===== config.mk =====
export PLATFORM = sky130hd
export DESIGN_NAME = life_loss_controller_flat
export DESIGN_NICKNAME = d
export VERILOG_FILES = /design/src/rtl/life_ctrl_pkg.sv /design/src/rtl/life_loss_controller_if.sv /design/src/rtl/life_invuln_timer.sv /design/src/rtl/life_loss_controller.sv /design/src/flat_wrapper.sv
export SDC_FILE = /design/constraint.sdc
export NUM_CORES = 1
export LEC_CHECK = 0
export ABC_AREA = 1
export CAP_MARGIN = 20
export CORE_ASPECT_RATIO = 1.4
export CORE_UTILIZATION = 40
export DETAILED_ROUTE_END_ITERATION = 8
export GPL_TIMING_DRIVEN = 0
export SLEW_MARGIN = 10
export SYNTH_ARGS = -nofsm -noshare
export SYNTH_HDL_FRONTEND = slang
export SYNTH_SLANG_ARGS = --single-unit

===== constraint.sdc =====
create_clock -name RegPERDIO_VIDAS_CLOCK_50 -period 4.3 [get_ports RegPERDIO_VIDAS_CLOCK_50]
set_clock_uncertainty 0.15 [all_clocks]
set_input_delay 0.645 -clock RegPERDIO_VIDAS_CLOCK_50 [delete_from_list [all_inputs] [get_ports RegPERDIO_VIDAS_CLOCK_50]]
set_output_delay 0.645 -clock RegPERDIO_VIDAS_CLOCK_50 [all_outputs]
set_load 0.005 [all_outputs]

===== src/rtl/life_ctrl_pkg.sv =====
// Shared definitions for the life-loss game-flow controller: state encodings and widths.
package life_ctrl_pkg;

  localparam int unsigned LIFE_STATE_W = 3;

  // Encoding 7 is the only unused code; the FSM recovers from it to S_INIT.
  typedef enum logic [LIFE_STATE_W-1:0] {
    S_INIT     = 3'd0,
    S_CLEAR    = 3'd1,
    S_PLAY     = 3'd2,
    S_HIT      = 3'd3,
    S_CHECK    = 3'd4,
    S_INVULN   = 3'd5,
    S_GAMEOVER = 3'd6
  } life_state_e;

endpackage


===== src/rtl/life_loss_controller_if.sv =====
// Signal bundle between game logic / lives register and the life-loss controller.
interface life_loss_controller_if;
  import life_ctrl_pkg::*;

  logic                    LifeCtrl_collision_InLow;
  logic                    LifeCtrl_start_InLow;
  logic                    LifeCtrl_lives_empty_InLow;
  logic                    LifeCtrl_substract_life_OutLow;
  logic                    LifeCtrl_clear_OutLow;
  logic                    LifeCtrl_invuln_Out;
  logic                    LifeCtrl_game_over_Out;
  logic [LIFE_STATE_W-1:0] LifeCtrl_state_OutBUS;

  // Game logic and the lives register side.
  modport master (
    output LifeCtrl_collision_InLow,
    output LifeCtrl_start_InLow,
    output LifeCtrl_lives_empty_InLow,
    input  LifeCtrl_substract_life_OutLow,
    input  LifeCtrl_clear_OutLow,
    input  LifeCtrl_invuln_Out,
    input  LifeCtrl_game_over_Out,
    input  LifeCtrl_state_OutBUS
  );

  // The controller itself.
  modport slave (
    input  LifeCtrl_collision_InLow,
    input  LifeCtrl_start_InLow,
    input  LifeCtrl_lives_empty_InLow,
    output LifeCtrl_substract_life_OutLow,
    output LifeCtrl_clear_OutLow,
    output LifeCtrl_invuln_Out,
    output LifeCtrl_game_over_Out,
    output LifeCtrl_state_OutBUS
  );
endinterface


===== src/rtl/life_invuln_timer.sv =====
// Load/decrement down-counter with zero flag; timing source for the invulnerability window.
module life_invuln_timer #(
  parameter int unsigned INVULN_CNT_WIDTH = 26
) (
  input  logic                        RegPERDIO_VIDAS_CLOCK_50,
  input  logic                        RegPERDIO_VIDAS_RESET_InHigh,
  input  logic                        load_i,
  input  logic                        dec_i,
  input  logic [INVULN_CNT_WIDTH-1:0] load_val_i,
  output logic                        zero_o
);

  logic [INVULN_CNT_WIDTH-1:0] cnt_q, cnt_d;

  // NOTE: every variable assigned in always_comb gets a default first, so no path can infer a latch.
  always_comb begin
    cnt_d = cnt_q;
    if (load_i) begin
      cnt_d = load_val_i;
    end else if (dec_i && (cnt_q != '0)) begin
      cnt_d = cnt_q - 1'b1;
    end
  end

  // NOTE: state flops use non-blocking assignments so all flops update together at the edge.
  always_ff @(posedge RegPERDIO_VIDAS_CLOCK_50 or posedge RegPERDIO_VIDAS_RESET_InHigh) begin
    if (RegPERDIO_VIDAS_RESET_InHigh) begin
      cnt_q <= '0;
    end else begin
      cnt_q <= cnt_d;
    end
  end

  assign zero_o = (cnt_q == '0);

endmodule


===== src/rtl/life_loss_controller.sv =====
// Game-flow FSM feeding the lives register: hit/clear pulses, invulnerability and game over.
// Optional macro LIFE_LOSS_COLLISION_SYNC_EN adds 2-flop synchronizers on collision and start.
module life_loss_controller
  import life_ctrl_pkg::*;
#(
  parameter int unsigned INVULN_CYCLES    = 50000000,
  parameter int unsigned INVULN_CNT_WIDTH = 26
) (
  input  logic                   RegPERDIO_VIDAS_CLOCK_50,
  input  logic                   RegPERDIO_VIDAS_RESET_InHigh,
  life_loss_controller_if.slave  ctrl_if
);

  localparam logic [INVULN_CNT_WIDTH-1:0] INVULN_LOAD = INVULN_CNT_WIDTH'(INVULN_CYCLES - 1);

  logic        collision_n;
  logic        start_n;
  logic        lives_empty_n;
  logic        tmr_load;
  logic        tmr_dec;
  logic        tmr_zero;
  life_state_e state_q, state_d;

  assign lives_empty_n = ctrl_if.LifeCtrl_lives_empty_InLow;

`ifdef LIFE_LOSS_COLLISION_SYNC_EN
  logic [1:0] col_sync_q, col_sync_d;
  logic [1:0] st_sync_q, st_sync_d;

  always_comb begin
    col_sync_d = {col_sync_q[0], ctrl_if.LifeCtrl_collision_InLow};
    st_sync_d  = {st_sync_q[0], ctrl_if.LifeCtrl_start_InLow};
  end

  // Synchronizers idle high so reset never looks like a collision or start request.
  always_ff @(posedge RegPERDIO_VIDAS_CLOCK_50 or posedge RegPERDIO_VIDAS_RESET_InHigh) begin
    if (RegPERDIO_VIDAS_RESET_InHigh) begin
      col_sync_q <= 2'b11;
      st_sync_q  <= 2'b11;
    end else begin
      col_sync_q <= col_sync_d;
      st_sync_q  <= st_sync_d;
    end
  end

  assign collision_n = col_sync_q[1];
  assign start_n     = st_sync_q[1];
`else
  assign collision_n = ctrl_if.LifeCtrl_collision_InLow;
  assign start_n     = ctrl_if.LifeCtrl_start_InLow;
`endif

  always_comb begin
    state_d  = state_q;
    tmr_load = 1'b0;
    case (state_q)
      S_INIT:     if (!start_n) state_d = S_CLEAR;
      S_CLEAR:    state_d = S_PLAY;
      S_PLAY:     if (!collision_n) state_d = S_HIT;
      S_HIT:      state_d = S_CHECK;
      // Lives register has absorbed the subtract by now, so its flag is current.
      S_CHECK: begin
        if (!lives_empty_n) begin
          state_d = S_GAMEOVER;
        end else begin
          state_d  = S_INVULN;
          tmr_load = 1'b1;
        end
      end
      S_INVULN:   if (tmr_zero) state_d = S_PLAY;
      S_GAMEOVER: if (!start_n) state_d = S_CLEAR;
      default:    state_d = S_INIT;
    endcase
  end

  always_ff @(posedge RegPERDIO_VIDAS_CLOCK_50 or posedge RegPERDIO_VIDAS_RESET_InHigh) begin
    if (RegPERDIO_VIDAS_RESET_InHigh) begin
      state_q <= S_INIT;
    end else begin
      state_q <= state_d;
    end
  end

  assign tmr_dec = (state_q == S_INVULN);

  life_invuln_timer #(
    .INVULN_CNT_WIDTH(INVULN_CNT_WIDTH)
  ) u_invuln_timer (
    .RegPERDIO_VIDAS_CLOCK_50    (RegPERDIO_VIDAS_CLOCK_50),
    .RegPERDIO_VIDAS_RESET_InHigh(RegPERDIO_VIDAS_RESET_InHigh),
    .load_i                      (tmr_load),
    .dec_i                       (tmr_dec),
    .load_val_i                  (INVULN_LOAD),
    .zero_o                      (tmr_zero)
  );

  // Moore outputs: decoded from the state register only.
  always_comb begin
    ctrl_if.LifeCtrl_substract_life_OutLow = (state_q != S_HIT);
    ctrl_if.LifeCtrl_clear_OutLow          = (state_q != S_CLEAR);
    ctrl_if.LifeCtrl_invuln_Out            = (state_q == S_INVULN);
    ctrl_if.LifeCtrl_game_over_Out         = (state_q == S_GAMEOVER);
    ctrl_if.LifeCtrl_state_OutBUS          = state_q;
  end

endmodule


===== src/flat_wrapper.sv =====
// flat-port wrapper written by rule: the top's interface ports become plain ports
module life_loss_controller_flat import life_ctrl_pkg::*;
#(
  parameter int unsigned INVULN_CYCLES    = 50000000,
  parameter int unsigned INVULN_CNT_WIDTH = 26
)
  (RegPERDIO_VIDAS_CLOCK_50, RegPERDIO_VIDAS_RESET_InHigh, ctrl_if_LifeCtrl_collision_InLow, ctrl_if_LifeCtrl_start_InLow, ctrl_if_LifeCtrl_lives_empty_InLow, ctrl_if_LifeCtrl_substract_life_OutLow, ctrl_if_LifeCtrl_clear_OutLow, ctrl_if_LifeCtrl_invuln_Out, ctrl_if_LifeCtrl_game_over_Out, ctrl_if_LifeCtrl_state_OutBUS);
  life_loss_controller_if ctrl_if_i ();
  input  logic RegPERDIO_VIDAS_CLOCK_50;
  input  logic RegPERDIO_VIDAS_RESET_InHigh;
  input wire logic [$bits(ctrl_if_i.LifeCtrl_collision_InLow)-1:0] ctrl_if_LifeCtrl_collision_InLow;
  input wire logic [$bits(ctrl_if_i.LifeCtrl_start_InLow)-1:0] ctrl_if_LifeCtrl_start_InLow;
  input wire logic [$bits(ctrl_if_i.LifeCtrl_lives_empty_InLow)-1:0] ctrl_if_LifeCtrl_lives_empty_InLow;
  output wire logic [$bits(ctrl_if_i.LifeCtrl_substract_life_OutLow)-1:0] ctrl_if_LifeCtrl_substract_life_OutLow;
  output wire logic [$bits(ctrl_if_i.LifeCtrl_clear_OutLow)-1:0] ctrl_if_LifeCtrl_clear_OutLow;
  output wire logic [$bits(ctrl_if_i.LifeCtrl_invuln_Out)-1:0] ctrl_if_LifeCtrl_invuln_Out;
  output wire logic [$bits(ctrl_if_i.LifeCtrl_game_over_Out)-1:0] ctrl_if_LifeCtrl_game_over_Out;
  output wire logic [$bits(ctrl_if_i.LifeCtrl_state_OutBUS)-1:0] ctrl_if_LifeCtrl_state_OutBUS;
  assign ctrl_if_i.LifeCtrl_collision_InLow = ctrl_if_LifeCtrl_collision_InLow;
  assign ctrl_if_i.LifeCtrl_start_InLow = ctrl_if_LifeCtrl_start_InLow;
  assign ctrl_if_i.LifeCtrl_lives_empty_InLow = ctrl_if_LifeCtrl_lives_empty_InLow;
  assign ctrl_if_LifeCtrl_substract_life_OutLow = ctrl_if_i.LifeCtrl_substract_life_OutLow;
  assign ctrl_if_LifeCtrl_clear_OutLow = ctrl_if_i.LifeCtrl_clear_OutLow;
  assign ctrl_if_LifeCtrl_invuln_Out = ctrl_if_i.LifeCtrl_invuln_Out;
  assign ctrl_if_LifeCtrl_game_over_Out = ctrl_if_i.LifeCtrl_game_over_Out;
  assign ctrl_if_LifeCtrl_state_OutBUS = ctrl_if_i.LifeCtrl_state_OutBUS;
  life_loss_controller #(.INVULN_CYCLES(INVULN_CYCLES), .INVULN_CNT_WIDTH(INVULN_CNT_WIDTH)) u_core (.RegPERDIO_VIDAS_CLOCK_50(RegPERDIO_VIDAS_CLOCK_50), .RegPERDIO_VIDAS_RESET_InHigh(RegPERDIO_VIDAS_RESET_InHigh), .ctrl_if(ctrl_if_i));
endmodule

Word-level counts from Yosys, hierarchy flattened
Index checks and enable logic that the tools add are counted.
{"block": "word_totals", "word_cells": 30, "latchBits": 0, "ramBits": 0, "out_inout_bits": 7, "register_bits": 29, "in_bits": 5, "rom_bits": 0, "n_memories": 0}
{"block": "op_classes", "n_mul": 0, "eq_ne": 11, "n_div": 0, "n_lt_le_gt_ge": 0, "n_bitwise": 0, "add_sub_neg": 1, "n_shift": 0, "n_mux": 9, "n_reduce_logical": 7}
{"cell": "2-to-1 mux 26 bit", "n": 2}
{"cell": "logical NOT 26 bit", "n": 1}
{"cell": "nonzero test 26 bit", "n": 1}
{"cell": "subtractor 26 x 1 -> 26 bit, second input constant", "n": 1}
{"cell": "case mux 3 bit (6 select lines)", "n": 1}
{"cell": "== test 3 bit, second input constant", "n": 3}
{"cell": "2-to-1 mux 3 bit", "n": 3}
{"cell": "== test 3 x 2 -> 1 bit, second input constant", "n": 2}
{"cell": "inequality test 2 bit, second input constant", "n": 2}
{"cell": "== test 3 x 1 -> 1 bit, second input constant", "n": 1}
{"cell": "logical NOT 3 bit", "n": 1}
{"cell": "inequality test 3 x 1 -> 1 bit, second input constant", "n": 1}
{"cell": "inequality test 3 x 2 -> 1 bit, second input constant", "n": 1}
{"cell": "AND reduction 3 bit", "n": 1}
{"cell": "2-to-1 mux 1 bit", "n": 2}
{"cell": "2-to-1 mux 2 bit", "n": 1}
{"cell": "inequality test 2 x 1 -> 1 bit, second input constant", "n": 1}
{"cell": "nonzero test 2 bit", "n": 1}
{"cell": "OR reduction 2 bit", "n": 1}
{"cell": "logical AND 1 bit", "n": 1}

Depth between registers and ports, before layout
{"block": "logic_depth", "word_depth": 4, "ltp_mapped": 12, "mapped_depth_nobuf": 10}

Hierarchy
Synthesis repeated with hierarchy kept, for this count alone.
{"block": "hier_totals", "hier_cells": 373, "hier_area_um2": 2346.0}
{"module": "life_invuln_timer", "instances": 1, "cells_per_inst": 331, "seq_area_each_um2": 650.6, "area_per_inst_um2": 2093.3}
{"module": "life_loss_controller", "instances": 1, "cells_per_inst": 42, "seq_area_each_um2": 75.1, "area_per_inst_um2": 252.7}

Worst setup path before layout
Ideal clock, no wire load.
{"block": "synth_timing", "path_type": "register -> register", "from": "reg u_core.u_invuln_timer.cnt_q[0]", "to": "reg u_core.u_invuln_timer.cnt_q[3]", "setup_time_ns": 0.118, "n_path_buf": 2, "arrival_time_ns": 1.573, "path_stages_with_launch": 12, "path_slack_ns": 2.459, "required_time_ns": 4.032, "cell_sequence": "dfrtp_1 -> inv_1 -> ha_1 -> buf_4 -> nand2_2 -> nor2_4 -> nand3_4 -> o21ai_4 -> nand2_2 -> buf_6 -> nand2_1 -> o21ai_2"}
{"block": "synth_via", "elab_chain_cells": 3, "word_cells_on_any_way": 6, "cone_classes": "add/sub (1); mux (2); reduce/logical (3)"}
{"element": "from (decl)", "line_no": "life_invuln_timer.sv:13", "source": "logic [INVULN_CNT_WIDTH-1:0] cnt_q, cnt_d;"}
{"element": "from (signal assigned)", "line_no": "life_invuln_timer.sv:30", "source": "cnt_q <= cnt_d;"}
{"element": "subtractor 26 x 1 -> 26 bit / nonzero test 26 bit (equally long branches)", "line_no": "life_invuln_timer.sv:21, life_invuln_timer.sv:20"}
{"element": "2-to-1 mux 26 bit / logical AND 1 bit (equally long branches)", "line_no": "life_invuln_timer.sv:20", "source": "end else if (dec_i && (cnt_q != '0)) begin"}
{"element": "2-to-1 mux 26 bit / nonzero test 2 bit (equally long branches)"}
Several ways; a longest one is shown, not always the timed one. The select of a mux whose other input is x is not followed.
A chain may end at the register's enable or synchronous reset.

Worst setup path after layout
{"block": "layout_timing", "from": "reg u_core.state_q[1], in the netlist u_core.ctrl_if.LifeCtrl_state_OutBUS[1]", "to": "out ctrl_if_LifeCtrl_invuln_Out"}
{"block": "layout_via", "elab_chain_cells": 1}
{"element": "from (decl)", "line_no": "life_loss_controller.sv:22", "source": "life_state_e state_q, state_d;"}
{"element": "from (signal assigned)", "line_no": "life_loss_controller.sv:80", "source": "state_q <= state_d;"}
{"element": "== test 3 bit", "line_no": "life_loss_controller.sv:101", "source": "ctrl_if.LifeCtrl_invuln_Out = (state_q == S_INVULN);"}
{"element": "to (decl)", "line_no": "flat_wrapper.sv:16", "source": "output wire logic [$bits(ctrl_if_i.LifeCtrl_invuln_Out)-1:0] ctrl_if_LifeCtrl_invuln_Out;"}
Every way passes these cells.

==> results <==
- The area of the core is 0.005236 mm2.
- Setup violations remaining at the end of the flow were counted as 0.
- The worst-case vdd ir drop is 0.1279 mV.
- In this run switching power makes up 22.19% of total power.
- The die covers 0.005826 mm2.
- The data required time of the critical path is 3.50 ns.
- STA classifies the critical path startpoint as a register.
- In this run the count of I/O pins placed on the die edge is 12.
- The critical path goes through buf_4 -> nor3_4 -> clkdlybuf4s50_1.
- The number of buffers and inverters on the critical path is 2.
- The analysis attributes to cell leakage a power of 1.198 nW.
- The mean post-synth cell area is 7.055 um2.
- The number of buffers inserted by post-CTS setup repair is 0.
- The clock passes through at most 2 buffers.
- Cells with a size suffix above 1 make up 18.32% of the layout.
- For this run, the total global-route usage over all layers was measured as 20.59%.
- The slew of the pin with the lowest slew margin is 0.5788 ns.
- The cell with the most instances after synthesis is sky130_fd_sc_hd__nand2_1.
- The via count of the first global-routing pass is 1957.
- The number of nets in the synthesized netlist is 319.
- The leading register cell type out of synthesis is sky130_fd_sc_hd__dfrtp_1.
- The detail route stage leaves a number of antenna-violating nets equal to 0.
- Of the post-synthesis cell area, the dominant cell type holds 32.86%.
- Clock-pin slew was measured on the worst setup and hold paths at 0.07 ns.
- The power density over the cells is 215.0 mW/mm2.
- The first global-routing pass estimated 9218 um of wire.
- The beginning of the worst hold path is u_core.u_invuln_timer.cnt_q[0]$_DFFE_PP0P_.
- For this run, the number of Yosys warnings is 0.
- The fraction of the yosys area taken by sequential cells is 32.86%.
- On the worst path, the slowest cell contributes a delay of 0.55 ns.
- The slack of the worst reg-to-reg path is 2.12 ns.
- The final estimated routing congestion in global placement is 0.8366.
- Counting cells, the worst reg-to-reg path comes to 11.
- The total congestion overflow is 0.
- Cell internal power was estimated by the tool at 423.3 uW.
- The height of the die is 89.92 um.
- The classification of the worst-slack hold path is register to register.
- The number of fillers in the final layout is 554.
- Max-cap violations in this run came to 0.
- The count of unique library cells instantiated by Yosys is 33.
- The total clock sinks is 29.
- The nature of the critical path endpoint is an output pin.
- The number of slew-limit violations in the final report came to 0.
- The completed layout was analyzed and its total power is 544.0 uW.
- The length of the first detailed-routing pass in iterations is 4.
- The post-DP HPWL is 4057 um.
- Clock latency on the worst-skew pair, taken at its later pin, is 0.29 ns.
- The flow ran to the end, and the final reports show no timing, DRC or antenna violations.
- The number of hold-slack violations in the final timing report is 0.
- Per report_power, the sequential group accounts for 50.1% of the total.
- TritonCTS built the clock tree.
- The startpoint identified for the worst register-to-register timing path is u_core.u_invuln_timer.cnt_q[0]$_DFFE_PP0P_.
- The pin count of the biggest net entering global routing is 19.
- Counting I/O delays and the setup requirement, the final critical path takes 2.454 ns.
- The total negative setup slack is 0 ns.
- During placement, the flow inserted port buffers numbering 11.
- Yosys attributes the largest share of cell area to sky130_fd_sc_hd__dfrtp_1 33%, sky130_fd_sc_hd__nand2_1 16%, sky130_fd_sc_hd__nand3_1 8.8%.
- The critical path is of the register to output pin type.
- Hold timing on the final database bottoms out at a slack of 0.3511 ns.
- The initial antenna violation count is 0.
- Across all layers, the routed design uses 2058 vias.
- The floorplan step set the die width to 64.80 um.
- In the synthesized netlist, the number of instances is 313.
- After layout, the worst path uses 57.06% of the clock period.
- Static timing analysis puts the maximum clock frequency at 407.6 MHz.
- In this run the cell area of the synthesized design comes to 0.002208 mm2.
- The number of synthesized flops with an enable pin is 0.
- The floorplan has 31 rows.
- The routed wire length is 5417 um.
- The worst hold path cell count is 2.
- Combinational logic is responsible for 2.4% of the overall power.
- The repair_antennas step left the layout with diodes totalling 0.
- After detailed routing, the number of remaining DRC violations is 0.
- In this run the critical register-to-register path is captured at u_core.u_invuln_timer.cnt_q[14]$_DFFE_PP0P_.
- The number of hold buffers added after CTS was 0.
- After synthesis, the share of flip-flops with an asynchronous set or reset is 100.0%.
- Setup repair after global routing left no endpoint under its margin.
- After the first detailed-routing iteration, the DRC count stood at 88.
- The path with the worst hold slack has its endpoint at u_core.u_invuln_timer.cnt_q[0]$_DFFE_PP0P_.
- The cell type group with the largest total delay on the critical path is buffers and inverters.
- After synthesis the netlist holds a flip-flop and latch count of 29.
- The number of nets at the end of the flow is 338.
- The critical path's slowest cell is sky130_fd_sc_hd__clkdlybuf4s50_1.
- The mean number of vias per cell is 5.158.
- Counting instances in the post-synthesis netlist gives the leading cell types as 97 x sky130_fd_sc_hd__nand2_1, 39 x sky130_fd_sc_hd__nand3_1, 38 x sky130_fd_sc_hd__nor2_1.
- sky130_fd_sc_hd__dfrtp_1 takes more of the synthesized area than any other cell.
- The final routed wire length divided by cell count is 13.58 um.
- The initial utilization of the core area, before any placement, comes to 42.17%.
- The analysis attributes to net switching a power of 120.7 uW.
- The clock network burns 47.5% of the power.
- The remaining max-slew budget at the tightest pin is 61.37%.
- The maximum fanout along the worst path is 9.
- The TritonCTS buffer count is 5.
- The H-tree depth reported by CTS is 2.
- Relative to the synthesized area, the layout overhead comes to 14.56%.
- The arrival time of the worst setup path is 1.66 ns.
- The root cell of the clock tree is sky130_fd_sc_hd__clkbuf_8.
- Post-CTS repair changed the size of 0 cells.
power by group through the flow:
stage | registers [mW] | clock network [mW] | logic (mW)
after floorplan | 0.278 | 0 | 0.00445
after global placement | 0.278 | 0 | 0.0105
after detailed placement | 0.278 | 0 | 0.0137
after CTS | 0.273 | 0.267 | 0.0137
after global routing | 0.272 | 0.275 | 0.0146
final | 0.273 | 0.258 | 0.0128
worst min-delay path: cells and delay by family, from the launching register on:
kind	cells	cell delay, ns
DFF	1	0.34
and+or+nand+nor	2	0.12
cell type report:
type | count | area [um2] | share of cell area (%)
buffer | 8 | 72.57 | 2.868
multi-input combinational | 241 | 1279 | 50.54
clock buffer | 7 | 96.34 | 3.808
clock inverter | 1 | 5.005 | 0.1978
tap | 66 | 82.58 | 3.264
timing repair buffer | 12 | 137.6 | 5.440
sequential | 29 | 725.7 | 28.68
inverter | 35 | 131.4 | 5.193
worst max path at each step:
stage | start | endpoint | slack (ns) | cells after the start
after floorplan | u_core.u_invuln_timer.cnt_q[0]$_DFFE_PP0P_ | u_core.u_invuln_timer.cnt_q[3]$_DFFE_PP0P_ | 2.46 | 11
after global placement | ctrl_if_LifeCtrl_lives_empty_InLow | u_core.u_invuln_timer.cnt_q[22]$_DFFE_PP0P_ | 1.98 | 7
after detailed placement | ctrl_if_LifeCtrl_lives_empty_InLow | u_core.u_invuln_timer.cnt_q[12]$_DFFE_PP0P_ | 1.98 | 6
after CTS | u_core.ctrl_if.LifeCtrl_state_OutBUS[1]$_DFFE_PP0P_ | ctrl_if_LifeCtrl_invuln_Out | 1.82 | 3
after global routing | u_core.ctrl_if.LifeCtrl_state_OutBUS[1]$_DFFE_PP0P_ | ctrl_if_LifeCtrl_invuln_Out | 1.75 | 3
final | u_core.ctrl_if.LifeCtrl_state_OutBUS[1]$_DFFE_PP0P_ | ctrl_if_LifeCtrl_invuln_Out | 1.85 | 3
flip-flops by register name, summed over array words and instances (netlist names):
| register | flops |
|---|---|
| u_core.ctrl_if.LifeCtrl_state_OutBUS | 3 |
| u_core.u_invuln_timer.cnt_q | 26 |
placed cells by master, fill, tap and decap left out, types with 7 or more instances in the layout:
master                            count
sky130_fd_sc_hd__clkdlybuf4s50_1     11
sky130_fd_sc_hd__nand4_1              9
sky130_fd_sc_hd__clkbuf_8             7
sky130_fd_sc_hd__nor2_1              38
sky130_fd_sc_hd__o21ai_2              7
sky130_fd_sc_hd__nand3_1             39
sky130_fd_sc_hd__nand2_1             97
sky130_fd_sc_hd__nor2_2               7
sky130_fd_sc_hd__inv_1               28
sky130_fd_sc_hd__nand2_2              9
sky130_fd_sc_hd__dfrtp_1             29
through the flow:
stage	cells	util [%]	setup slack, ns	area (um2)
after floorplan	313	-	2.459	2208
after global placement	390	45.85	1.985	2401
after detailed placement	391	46.38	1.977	2429
after CTS	399	48.32	1.825	2530
after global routing	399	48.32	1.753	2530
final	399	48.32	1.846	2530
per-layer routing:
layer	up-vias	GRT usage (%)	wire length [um]
met1	950	25.12	2319
met4	0	11.30	212
met3	18	4.188	210
met2	53	33.07	2673
met5	-	0	0
li1	1037	-	-
logic make-up after synthesis:
kind of cell	Yosys count	synth area share [%]
fa+ha+maj	1	0.5665
xor+xnor	7	2.776
simple gates	216	48.67
buf+inv	43	9.234
flops	29	32.86
compound gates	17	5.893
Power figures use the tool's default switching activity.
